## config.mk

```make
export PLATFORM = sky130hd
export DESIGN_NAME = ibr128_ctr_sequencer
export DESIGN_NICKNAME = d
export VERILOG_FILES = /design/src/rtl/ibr128_ctr_sequencer.sv
export SDC_FILE = /design/constraint.sdc
export NUM_CORES = 1
export LEC_CHECK = 0
export CORE_MARGIN = 8
export CORE_UTILIZATION = 30
export CTS_CLUSTER_DIAMETER = 60
export DETAILED_ROUTE_END_ITERATION = 12
export GPL_TIMING_DRIVEN = 0
export PLACE_DENSITY = 0.67
export SLEW_MARGIN = 25
export SYNTH_ARGS = -nofsm -noshare
export SYNTH_HDL_FRONTEND = slang
export SYNTH_SLANG_ARGS = --single-unit
```

## constraint.sdc

```tcl
create_clock -name Clk -period 3.4 [get_ports Clk]
set_input_delay 1.02 -clock Clk [delete_from_list [all_inputs] [get_ports Clk]]
set_output_delay 1.02 -clock Clk [all_outputs]
set_load 0.02 [all_outputs]
```

## src/rtl/ibr128_ctr_sequencer.sv

```systemverilog
`default_nettype none
// ============================================================================
// Module   : ibr128_ctr_sequencer
// Brief    : Drives the IBR128 64-bit pipelined adder to produce CTR-mode
//            counter blocks IV+0 .. IV+N-1 on a valid/ready output port.
//            Operands are held stable for ADD_LAT enabled edges per sum so
//            that carries ripple through every adder lane.
// Revision : 1.0 - initial release
// ============================================================================
module ibr128_ctr_sequencer #(
  parameter int ADD_LAT = 4,
  parameter int CNT_W   = 32
) (
  input  logic             Clk,
  input  logic             RstN,
  input  logic             Start,
  input  logic             Abort,
  input  logic [63:0]      IV,
  input  logic [CNT_W-1:0] NumBlocks,
  output logic             AddEnable,
  output logic [63:0]      AddA,
  output logic [63:0]      AddB,
  input  logic [63:0]      AddS,
  output logic [63:0]      CtrBlock,
  output logic             CtrValid,
  input  logic             CtrReady,
  output logic [CNT_W-1:0] BlkIdx,
  output logic             Busy,
  output logic             Done
);

  localparam int               c_lat_w    = (ADD_LAT > 1) ? $clog2(ADD_LAT) : 1;
  localparam logic [c_lat_w-1:0] c_lat_last = c_lat_w'(ADD_LAT - 1);

  localparam logic [1:0] c_st_idle = 2'd0;
  localparam logic [1:0] c_st_add  = 2'd1;
  localparam logic [1:0] c_st_out  = 2'd2;
  localparam logic [1:0] c_st_fin  = 2'd3;

  logic [1:0]         state_q, state_d;
  logic [63:0]        iv_q, iv_d;
  logic [CNT_W-1:0]   num_q, num_d;
  logic [CNT_W-1:0]   idx_q, idx_d;
  logic [c_lat_w-1:0] lat_q, lat_d;

  logic w_hshk;
  logic w_last_blk;
  logic w_lat_done;

  assign w_hshk     = (state_q == c_st_out) && CtrReady;
  assign w_last_blk = (idx_q == (num_q - CNT_W'(1)));
  assign w_lat_done = (lat_q == c_lat_last);

  // State register.
  always_ff @(posedge Clk or negedge RstN) begin
    if (!RstN) begin
      state_q <= c_st_idle;
    end else begin
      state_q <= state_d;
    end
  end

  // Next-state logic; Abort overrides every other transition.
  always_comb begin
    state_d = state_q;
    if (Abort) begin
      state_d = c_st_idle;
    end else begin
      case (state_q)
        c_st_idle: begin
          if (Start) begin
            state_d = (NumBlocks == '0) ? c_st_fin : c_st_add;
          end
        end
        c_st_add: begin
          if (w_lat_done) begin
            state_d = c_st_out;
          end
        end
        c_st_out: begin
          if (CtrReady) begin
            state_d = w_last_blk ? c_st_fin : c_st_add;
          end
        end
        default: state_d = c_st_idle;
      endcase
    end
  end

  // Datapath registers: latched IV, block count, block index, latency counter.
  always_ff @(posedge Clk or negedge RstN) begin
    if (!RstN) begin
      iv_q  <= '0;
      num_q <= '0;
      idx_q <= '0;
      lat_q <= '0;
    end else begin
      iv_q  <= iv_d;
      num_q <= num_d;
      idx_q <= idx_d;
      lat_q <= lat_d;
    end
  end

  // Datapath next values; operands stay frozen while the adder settles.
  always_comb begin
    iv_d  = iv_q;
    num_d = num_q;
    idx_d = idx_q;
    lat_d = lat_q;
    if (!Abort) begin
      case (state_q)
        c_st_idle: begin
          if (Start) begin
            iv_d  = IV;
            num_d = NumBlocks;
            idx_d = '0;
            lat_d = '0;
          end
        end
        c_st_add: begin
          lat_d = w_lat_done ? '0 : lat_q + c_lat_w'(1);
        end
        c_st_out: begin
          if (w_hshk && !w_last_blk) begin
            idx_d = idx_q + CNT_W'(1);
            lat_d = '0;
          end
        end
        default: ;
      endcase
    end
  end

  // Output decode; adder is frozen in OUT so CtrBlock holds until handshake.
  always_comb begin
    AddEnable           = (state_q == c_st_add);
    AddA                = iv_q;
    AddB                = '0;
    AddB[CNT_W-1:0]     = idx_q;
    CtrValid            = (state_q == c_st_out);
    CtrBlock            = (state_q == c_st_out) ? AddS : '0;
    BlkIdx              = idx_q;
    Busy                = (state_q != c_st_idle);
    Done                = (state_q == c_st_fin);
  end

endmodule
`default_nettype wire

```

==> run metrics <==
status=finished clean; Slew Limit Fails=0; Area contributors post-synth=dfrtp_1, nand2_1, buf_4, and2_1, xnor2_1; r2r setup slk=0.04 ns; Worst Clk Skew=0.008984 ns; min cycle time layout=3.355 ns; WP data required=3.73 ns; Synth Cell Area=0.007891 sq mm; syn avg cell area=8.212 sq um; ANT nets after route=0; number of global-route vias before repair=8,086; WP depth=13; Yosys top cell area share=41.86%; Antenna Cells=0; Reg2Reg Launch Point=num_q[0]$_DFFE_PN0P_; RSZ-0062 raised after global routing=yes; Hold Crit Class=reg -> reg; Final Cell Area=0.01294 sq mm; Layout Cells excl Fill=1,734; routability cong.=0.8429; core footprint=0.02591 sq mm; Worst Hold Margin=0.4720 ns; FILL cells=2,435; Crit path top cell by count=o31ai_1; most common library cell in the layout ignoring fill and taps=clkdlybuf4s50_1; global route overflow=0; hold path endpoint=AddA[58]$_DFFE_PN0P_; Placed Cells=1,687; TritonCTS buffer count=17; largest net degree at the start of global routing=74; Post-synth EDFFs=0; Post-synth ARST share=100.0%; Post-DP HPWL=24.40 mm; share of layout cells above drive strength 1=12.22%; register area=0.003308 sq mm; drt first pass iters=5; WP buf/inv=3; Seq/Total Area, Yosys=41.86%; first-pass GRT wire length=46.40 mm; FP Rows=59; fmax=0.2980 GHz; setup violators final=0; area of placed instances=0.01205 sq mm; total number of vias=8,069; Yosys warnings=0; CTS sink cnt=132; final wirelength=31.53 mm; slew of the pin with the lowest slew margin=0.7582 ns; pwr dens=501.3 mW/mm^2; Critical R2R Capture=BlkIdx[10]$_DFFE_PN0P_; CTS Root Cell=clkbuf_16; initial antenna violation count=1; slowest stage delay, CP=0.45 ns; Starting Density=30.46%; final hold vios=0; Vias per Instance=4.653; TritonCTS clock tree=built; period utilization=98.68%; clk_lat worst skew=0.42 ns; CP top delay family=simple AND/OR/NAND/NOR gates; FF-to-FF path depth=13; most frequent cells in the layout=clkdlybuf4s50_1, nand2_1, dfrtp_1; Total GRT Usage=18.82%; Synth Register Bits=132; number of top-level pins=393; Hold Path Origin=AddA[58]$_DFFE_PN0P_; post-cts hold buffer count=0; DRC violations left=0; Synth area leader=dfrtp_1; Initial DRC Count=500; CP Launch Type=flop; htree depth=4; Area Overhead vs Synth=63.98%; Buffers on Ports=359; cells after synthesis=961; crit path kind=reg -> reg; maximum root-to-sink buffer count=2; Lkg Pwr=5.859 nW; max cap viols=0; DR WL/cell=18.18 um; Min-Delay Path Depth=2; die height=178.2 um; CP Capture Type=flop; die area=0.03175 sq mm; Netlist cell types=63; critical-path maximum fanout=6; Reg clk slew, reported paths=0.07 ns; worst-path cell chain=inv_2 -> ha_4 -> nor3b_4 -> nand4_1 -> buf_6 -> o21ai_0 -> o31ai_1 -> nor4_4 -> nand4_4 -> o31ai_4 -> buf_2 -> o31ai_1 -> a21oi_1; final setup TNS=0 ns; multi-input logic area=0.004133 sq mm; Worst Path Arrival=3.69 ns; CP max-delay cell=dfrtp_2; Die Wd=178.2 um; relative slew slack=49.46%; Nets=1,554; peak supply drop=0.0003088 V; main flop type after synthesis=dfrtp_1
==> per-layer routing <==
| metal | part of all wire (%) | wire (um) | vias to the layer above | GRT usage, % |
|---|---|---|---|---|
| met2 | 49 | 15370 | 290 | 31.34 |
| li1 | - | - | 3953 | - |
| met1 | 41 | 13020 | 3794 | 23.23 |
| met3 | 8.7 | 2742 | 30 | 6.414 |
| met4 | 1.2 | 389 | 2 | 4.134 |
| met5 | 0.041 | 13 | - | 0 |
==> area by class of cell <==
class	instances	area share (%)
clock buffers	17	3.288
repair buffers	374	28.92
multi-input cells	738	31.94
clock inverters	15	1.315
plain buffers	115	5.502
well taps	335	3.239
flip-flops and latches	132	25.57
inverters	8	0.2321
==> flip-flops by register name (all words and copies together), names as in the netlist <==
signal,flops
AddA,64
lat_q,2
num_q,32
state_q,2
BlkIdx,32
==> repair_timing <==
item,in CTS,in global routing
pin swaps,2,7
setup endpoints to repair,159,76
gates cloned,0,2
setup buffers,4,9
gates resized for setup,21,40
==> synthesized netlist by cell type (14+ instances only) <==
cell and n:
dfrtp_1 132, nand4_1 14, nor2_1 14, nand2_1 323, xnor2_1 27, nand3_1 23
and2_1 67, clkbuf_1 39, nor3_1 19, nor4_1 14, a21oi_1 31, buf_4 64
mux2i_1 15, nand2b_1 19, or4_1 14
==> worst register-to-register path: stages (launching register included) <==
cell,delay [ns]
dfrtp_2,0.45
inv_2,0.09
ha_4,0.15
nor3b_4,0.31
nand4_1,0.16
buf_6,0.19
o21ai_0,0.23
o31ai_1,0.16
nor4_4,0.36
nand4_4,0.24
o31ai_4,0.38
buf_2,0.25
o31ai_1,0.10
a21oi_1,0.19
==> cells by family (layout without fill, tap and decap cells) <==
logic type               count (synthesis)  in the layout  synth area share [%]
AND/OR/NAND/NOR                        559            560                 34.72
AO/OA/AOI/OAI                           89             89                 7.468
adder cells (fa/ha/maj)                  3              3                0.4757
other                                    1             32               0.04752
flip-flops                             132            132                 41.86
multiplexers                            15             15                 1.903
XOR/XNOR                                39             39                 4.329
buffers and inverters                  123            529                 9.196
==> stage by stage <==
step                      total power, mW  setup slack [ns]  util [%]
after floorplan                     3.403            0.4084         -
after global placement              4.459            -4.297     46.39
after detailed placement            4.489           -0.6924     46.52
after CTS                           6.423          0.001334     49.02
after global routing                6.830           -0.1669     49.94
final                               6.487           0.04472     49.94
==> power by group <==
| group | switching, mW | internal (mW) |
|---|---|---|
| clock | 0.799 | 1.10 |
| sequential | 0.334 | 1.90 |
| combinational | 1.24 | 1.11 |
| total | 2.38 | 4.11 |
==> worst max-delay path by stage <==
stage	start	slack [ns]	endpoint
floorplan	num_q[0]$_DFFE_PN0P_	0.41	BlkIdx[28]$_DFFE_PN0P_
global placement	RstN	-4.30	AddA[23]$_DFFE_PN0P_
detailed placement	Start	-0.69	num_q[29]$_DFFE_PN0P_
CTS	state_q[0]$_DFFE_PN0P_	0.001	CtrBlock[35]
global route	num_q[0]$_DFFE_PN0P_	-0.17	BlkIdx[12]$_DFFE_PN0P_
finish	num_q[0]$_DFFE_PN0P_	0.04	BlkIdx[10]$_DFFE_PN0P_
(Power assumes the default switching activity.)
